<file path="src/rtl/ram_load_arbiter.sv">
// Arbitrates the 16x8 program RAM between the CPU control path and a host byte loader.
// A load session waits for an instruction boundary, freezes the CPU, streams bytes in from address 0, then restarts the CPU.
`timescale 1ns/1ps
module ram_load_arbiter #(
    parameter int ADDR_W = 4,
    parameter int DATA_W = 8,
    parameter int CTRL_W = 16
) (
    input  logic              clk,
    input  logic              rst_n,
    input  logic              load_req,
    input  logic              host_valid,
    input  logic [DATA_W-1:0] host_data,
    input  logic              host_last,
    output logic              host_ready,
    input  logic [CTRL_W-1:0] cpu_ctrl,
    input  logic [2:0]        cpu_step,
    input  logic [ADDR_W-1:0] cpu_addr,
    input  logic [DATA_W-1:0] cpu_wdata,
    output logic              cpu_hold,
    output logic              cpu_restart,
    output logic              ram_we,
    output logic [ADDR_W-1:0] ram_addr,
    output logic [DATA_W-1:0] ram_wdata,
    output logic              loader_owns,
    output logic              busy,
    output logic              done,
    output logic [ADDR_W:0]   load_count
);

    localparam int RI_BIT  = 13;
    localparam int HLT_BIT = 15;

    typedef enum logic [2:0] {
        IDLE, WAIT_BND, GRANT, WRITE, COMMIT, RESTART, RELEASE
    } state_t;

    state_t              state_q, state_d;
    logic                armed_q, armed_d;
    logic [ADDR_W-1:0]   cnt_q, cnt_d;
    logic [ADDR_W:0]     lcnt_q, lcnt_d;
    logic [ADDR_W-1:0]   addr_q;
    logic [DATA_W-1:0]   data_q;
    logic                last_q;
    logic                capture;
    logic                passthru;
    logic                unused_ctrl;

    assign unused_ctrl = ^cpu_ctrl;

    always_ff @(posedge clk or negedge rst_n) begin
        if (!rst_n) begin
            state_q <= IDLE;
            armed_q <= 1'b1;
            cnt_q   <= '0;
            lcnt_q  <= '0;
        end else begin
            state_q <= state_d;
            armed_q <= armed_d;
            cnt_q   <= cnt_d;
            lcnt_q  <= lcnt_d;
        end
    end

    // Captured byte is only consumed in COMMIT, which always follows a capture.
    always_ff @(posedge clk) begin
        if (capture) begin
            addr_q <= cnt_q;
            data_q <= host_data;
            last_q <= host_last;
        end
    end

    always_comb begin
        state_d = state_q;
        armed_d = armed_q;
        cnt_d   = cnt_q;
        lcnt_d  = lcnt_q;
        capture = 1'b0;
        case (state_q)
            IDLE: begin
                if (!load_req) begin
                    armed_d = 1'b1;
                end else if (armed_q) begin
                    armed_d = 1'b0;
                    state_d = WAIT_BND;
                end
            end
            WAIT_BND: begin
                if (cpu_step == 3'd0 || cpu_ctrl[HLT_BIT]) state_d = GRANT;
            end
            GRANT: begin
                cnt_d   = '0;
                lcnt_d  = '0;
                state_d = WRITE;
            end
            WRITE: begin
                if (host_valid) begin
                    capture = 1'b1;
                    state_d = COMMIT;
                end
            end
            COMMIT: begin
                cnt_d  = cnt_q + ADDR_W'(1);
                lcnt_d = lcnt_q + (ADDR_W+1)'(1);
                // The top address ends the session even without host_last, so the counter never wraps.
                if (last_q || cnt_q == '1) state_d = RESTART;
                else                       state_d = WRITE;
            end
            RESTART: state_d = RELEASE;
            RELEASE: state_d = IDLE;
            default: state_d = IDLE;
        endcase
    end

    assign passthru    = (state_q == IDLE) || (state_q == WAIT_BND);
    assign host_ready  = (state_q == WRITE);
    assign cpu_hold    = (state_q == GRANT) || (state_q == WRITE) ||
                         (state_q == COMMIT) || (state_q == RESTART);
    assign loader_owns = cpu_hold;
    assign cpu_restart = (state_q == RESTART);
    assign done        = (state_q == RELEASE);
    assign busy        = (state_q != IDLE);
    assign load_count  = lcnt_q;

    always_comb begin
        ram_we    = 1'b0;
        ram_addr  = cpu_addr;
        ram_wdata = cpu_wdata;
        if (passthru) begin
            ram_we = cpu_ctrl[RI_BIT];
        end else if (state_q == COMMIT) begin
            ram_we    = 1'b1;
            ram_addr  = addr_q;
            ram_wdata = data_q;
        end else if (loader_owns) begin
            ram_addr  = '0;
            ram_wdata = '0;
        end
    end

endmodule

</file>
<file path="config.mk">
export PLATFORM = sky130hd
export DESIGN_NAME = ram_load_arbiter
export DESIGN_NICKNAME = d
export VERILOG_FILES = /design/src/rtl/ram_load_arbiter.sv
export SDC_FILE = /design/constraint.sdc
export NUM_CORES = 1
export LEC_CHECK = 0
export CAP_MARGIN = 20
export CORE_MARGIN = 1
export CORE_UTILIZATION = 40
export DETAILED_ROUTE_END_ITERATION = 8
export PLACE_DENSITY = 0.8
export SYNTH_ARGS = -nofsm -noshare
export SYNTH_HDL_FRONTEND = slang
export SYNTH_SLANG_ARGS = --single-unit
</file>
<file path="constraint.sdc">
create_clock -name clk -period 2.5 [get_ports clk]
set_input_delay 0.625 -clock clk [delete_from_list [all_inputs] [get_ports clk]]
set_output_delay 0.625 -clock clk [all_outputs]
set_load 0.01 [all_outputs]
</file>
# Word-level counts from Yosys, hierarchy flattened
# Index checks and enable logic that the tools add are counted.
# word_totals
out_inout_bits,24
wordCells,50
inputBits,44
register_bits,26
# op_classes
n_eq_ne,11
reduce_logical,11
addsub,2
n_mux,19
# op_table
operator,count
$mux 8,3
$pmux 3 s6,1
$mux 3,5
$mux 4,3
$pmux 5 s2,1
$eq 3x3->1 const B,3
$ne 2x2->1 const B,4
$pmux 4 s2,1
$eq 3x2->1 const B,2
$logic_not 3->1,2
$logic_or 1x1->1,6
$add 5x1->5 const B,1
$mux 1,5
$add 4x1->4 const B,1
$eq 4x4->1 const B,1
$reduce_and 4->1,1
$eq 3x1->1 const B,1
$reduce_bool 3->1,1
$reduce_bool 2->1,1

# Depth between registers and ports, before layout
# depth
depth_word,7
ltp_mapped,7

# Worst setup path after synthesis
# Ideal clock, no wire load.
# synth_timing
path_type,register -> output
from,register state_q[1]
to,output ram_addr[0]
arrival_ns,1.568
slack_ns,0.307
stages_incl_launch_ff,7
cell_sequence,dfrtp_1 > buf_6 > inv_1 > ha_1 > nor3b_1 > buf_2 > a21oi_1
# synth_between
elab_chain_cells,7
# synth_rtl
element,line_no,text
from (decl),38,"state_t state_q, state_d;"
from (signal assigned),58,state_q <= state_d;
$eq 3x2->1,118,assign cpu_hold = (state_q == GRANT) || (state_q == WRITE) ||
$logic_or 1x1->1 (2 in series),118,
$logic_or 1x1->1 *,119,(state_q == COMMIT) || (state_q == RESTART);
named net cpu_hold,20,"output logic cpu_hold,"
$mux 4 *,136,end else if (loader_owns) begin
$mux 4 *,132,end else if (state_q == COMMIT) begin
$mux 4 *,130,if (passthru) begin
to (decl),23,"output logic [ADDR_W-1:0] ram_addr,"
# Mark *: on every way through the listed nets, which the timed path passes. The rest lies on a longest branch.

# Final worst setup path
# layout_timing
from,register state_q[0]
to,output ram_addr[1]
# layout_between
elab_chain_cells,7
# layout_rtl
element,line_no
$eq 3x2->1,118
$logic_or 1x1->1 (2 in series),118
$logic_or 1x1->1,119
$mux 4,136
$mux 4,132
$mux 4 *,130
# Mark *: on every way between the ends. The rest lies on a longest branch, timed or not.

==> impl_metrics.json <==
{
  "finalHoldViolCount": 0,
  "syn2layout_area_growth_pct": 52.8,
  "crit_chain": "buf_4 > nor3b_4 > nand2b_1 > buf_6 > nand2_1 > a21oi_1 > dlygate4sd2_1",
  "placed_cells": 237,
  "start_kind": "register",
  "fin_hold_ws_ns": 0.523,
  "finalSetupViolCount": 0,
  "use_met3_pct": 3.20,
  "final_common_cell": "clkdlybuf4s50_1",
  "synth_top_area_share_pct": 28.6,
  "min_period_over_period_pct": 98.6,
  "synth_warnings": 0,
  "drive_gt1_share_pct": 21.5,
  "grt_max_degree": 16,
  "cp-end-kind": "primary output",
  "worstMarginPinSlew_ns": 0.574,
  "yosysUniqueCellTypes": 33,
  "fin_skew_ns": 0.00246,
  "crit_path_max_fanout": 12,
  "crit_arrival_ns": 1.84,
  "chipWidth_um": 60.4,
  "cts.sinks": 26,
  "vias": 1229,
  "io_buffers": 53,
  "slew_headroom_pct": 61.6,
  "avgSynthCellArea_um2": 10.0,
  "irDropWorstVdd_v": 0.000584,
  "fin_ws_ns": 0.0354,
  "max_stage_delay_ns": 0.41,
  "ys_ff_latch": 26,
  "num_antenna_cells": 0,
  "dpl_worst_slack_ns": 0.0145,
  "slew_viol_final": 0,
  "syn_area_um2": 1360,
  "track_usage_pct": 17.6,
  "numCtsBuffers": 3,
  "via_per_inst": 4.94,
  "cap_viol_max_count": 0,
  "wl_um": 3150,
  "clock_latency_ns": 0.32,
  "cts.clk_slew.worst_paths_ns": 0.14,
  "crit_required_ns": 1.88,
  "h-tree-depth": 1,
  "mostFrequentLayoutCells": "clkdlybuf4s50_1, nand2_1, a21oi_1, buf_4, edfxtp_1",
  "core_area_um2": 3150,
  "grt_pass1_wl_um": 4810,
  "die-area_um2": 3650,
  "synth_fp_nets": 184,
  "root_buffer": "clkbuf_4",
  "grt.overflow.total": 0,
  "synth_area_leader_cell": "edfxtp_1",
  "n_fill_cell": 274,
  "rsz0062_at_grt": "yes",
  "first_global_vias": 1189,
  "reg2reg_from": "state_q[1]",
  "drtPass1Iterations": 4,
  "cts_tree": "built",
  "postSynthCellCount": 136,
  "wl_per_cell_um": 12.6,
  "seq_area_frac_synth_pct": 52.6,
  "nets": 254,
  "power.density_nw_per_um2": 951,
  "worstSetupStartpoint": "state_q[0]",
  "ios": 68,
  "chipHeight_um": 60.4,
  "critPathKind": "register to primary output",
  "grtUsageMet2_pct": 33.8,
  "antenna_found_initial": 0,
  "drt_iter0_markers": 24,
  "grt_util_met1_pct": 19.9,
  "start_util_pct": 43.3,
  "clock_path_buffers": 2,
  "worstHoldStart": "armed_q",
  "place.detailed.hpwl_um": 2340,
  "leakagePower_nw": 0.883,
  "route.detailed.drc": 0,
  "gp_congestion": 0.765,
  "rows": 20,
  "fmaxAchievable_mhz": 406,
  "synth_area_leaders": "edfxtp_1, dfrtp_1, nand2_1",
  "ant_nets": 0,
  "cts-hold-fix-buffers": 0,
  "finalNonFillerCells": 249,
  "slowest_stage": "dfrtp_1",
  "hold_class": "register to register",
  "grt-busiest-layer": "met2",
  "fin_crit_ns": 2.46,
  "status": "completed",
  "tns_ns": 0
}
[power breakdown]
part           internal (W)  switching, W  total [W]
clock network      0.000122      0.000126   0.000248
logic              0.000583      0.000552    0.00113
registers          0.000543     0.0000565   0.000599
total               0.00125      0.000734    0.00198
[worst paths after layout]
kind	to	slack [ns]	cells past startpoint
setup / recovery	ram_addr[1]	0.04	7
hold / removal	armed_q	0.52	2
setup reg to reg	state_q[1]	0.83	6
hold reg to reg	armed_q	0.52	2
max in group asynchronous	armed_q	1.48	1
min in group asynchronous	state_q[2]	0.65	1
[cells in the mapped netlist]
master and count:
nand3_1 3, o31ai_1 2, nor3b_1 2, a31oi_1 2, buf_6 2, xor2_1 4
dfstp_2 1, nor2_4 1, ha_1 4, dfrtp_1 12, buf_2 3, or4_4 1
nand4_2 1, a31o_2 1, mux2i_1 1, o21ai_0 8, nor2_1 5, and3_2 1
a21oi_1 16, nand2_1 34, nor3_1 2, or3b_4 1, a22o_1 2, and2_1 1
and2b_2 1, o211ai_1 1, inv_1 3, buf_4 2, edfxtp_1 13, and2b_1 1
nor3b_4 1, and3_1 2, nand2b_1 2
[worst max-delay path, delay by kind of cell, from the launching register on]
| kind | cells | cell delay [ns] |
|---|---|---|
| buf+inv | 3 | 0.62 |
| flops | 1 | 0.41 |
| simple gates | 3 | 0.43 |
| compound gates | 1 | 0.06 |
[through the flow]
stage                     power, W  util [%]  instance area (um^2)
after floorplan            0.00119         -                  1360
after CTS                  0.00192      65.4                  2060
after detailed placement   0.00166      62.8                  1980
final                      0.00198      66.1                  2080
after global routing       0.00211      66.1                  2080
after global placement     0.00162      62.8                  1980
[kinds of logic after synthesis]
family / synth area share [%]
AOI/OAI and AO/OA: 13.3
muxes: 0.734
DFF: 52.6
adders and majority gates: 3.67
xor gates and xnor gates: 2.57
and+or+nand+nor: 22.5
buffers and inverters: 4.68
[final cells by class]
cell class | instances | area (um^2) | area share [%]
Multi-Input combinational cell | 100 | 618 | 29.7
Sequential cell | 26 | 717 | 34.4
Tap cell | 44 | 55.1 | 2.64
Timing Repair Buffer | 72 | 636 | 30.5
Clock buffer | 4 | 47.5 | 2.28
Inverter | 3 | 11.3 | 0.540
[routing by layer]
layer,share of wire [%],routed length (um)
met1,43,1340
met2,50,1570
met3,6.5,205
met4,0.86,27
met5,0,0
[sequential cells by signal (all words and copies together) (netlist names)]
register    count
addr_q          4
armed_q         1
cnt_q           4
data_q          8
last_q          1
load_count      5
state_q         3
[what timing repair did]
action | in CTS | in global routing
cloned | 0 | 1
buffers inserted | 3 | 4
pin swaps | 1 | 2
resized for setup | 21 | 24
endpoints found under the setup margin | 14 | 13
Power figures use the tool's default switching activity.
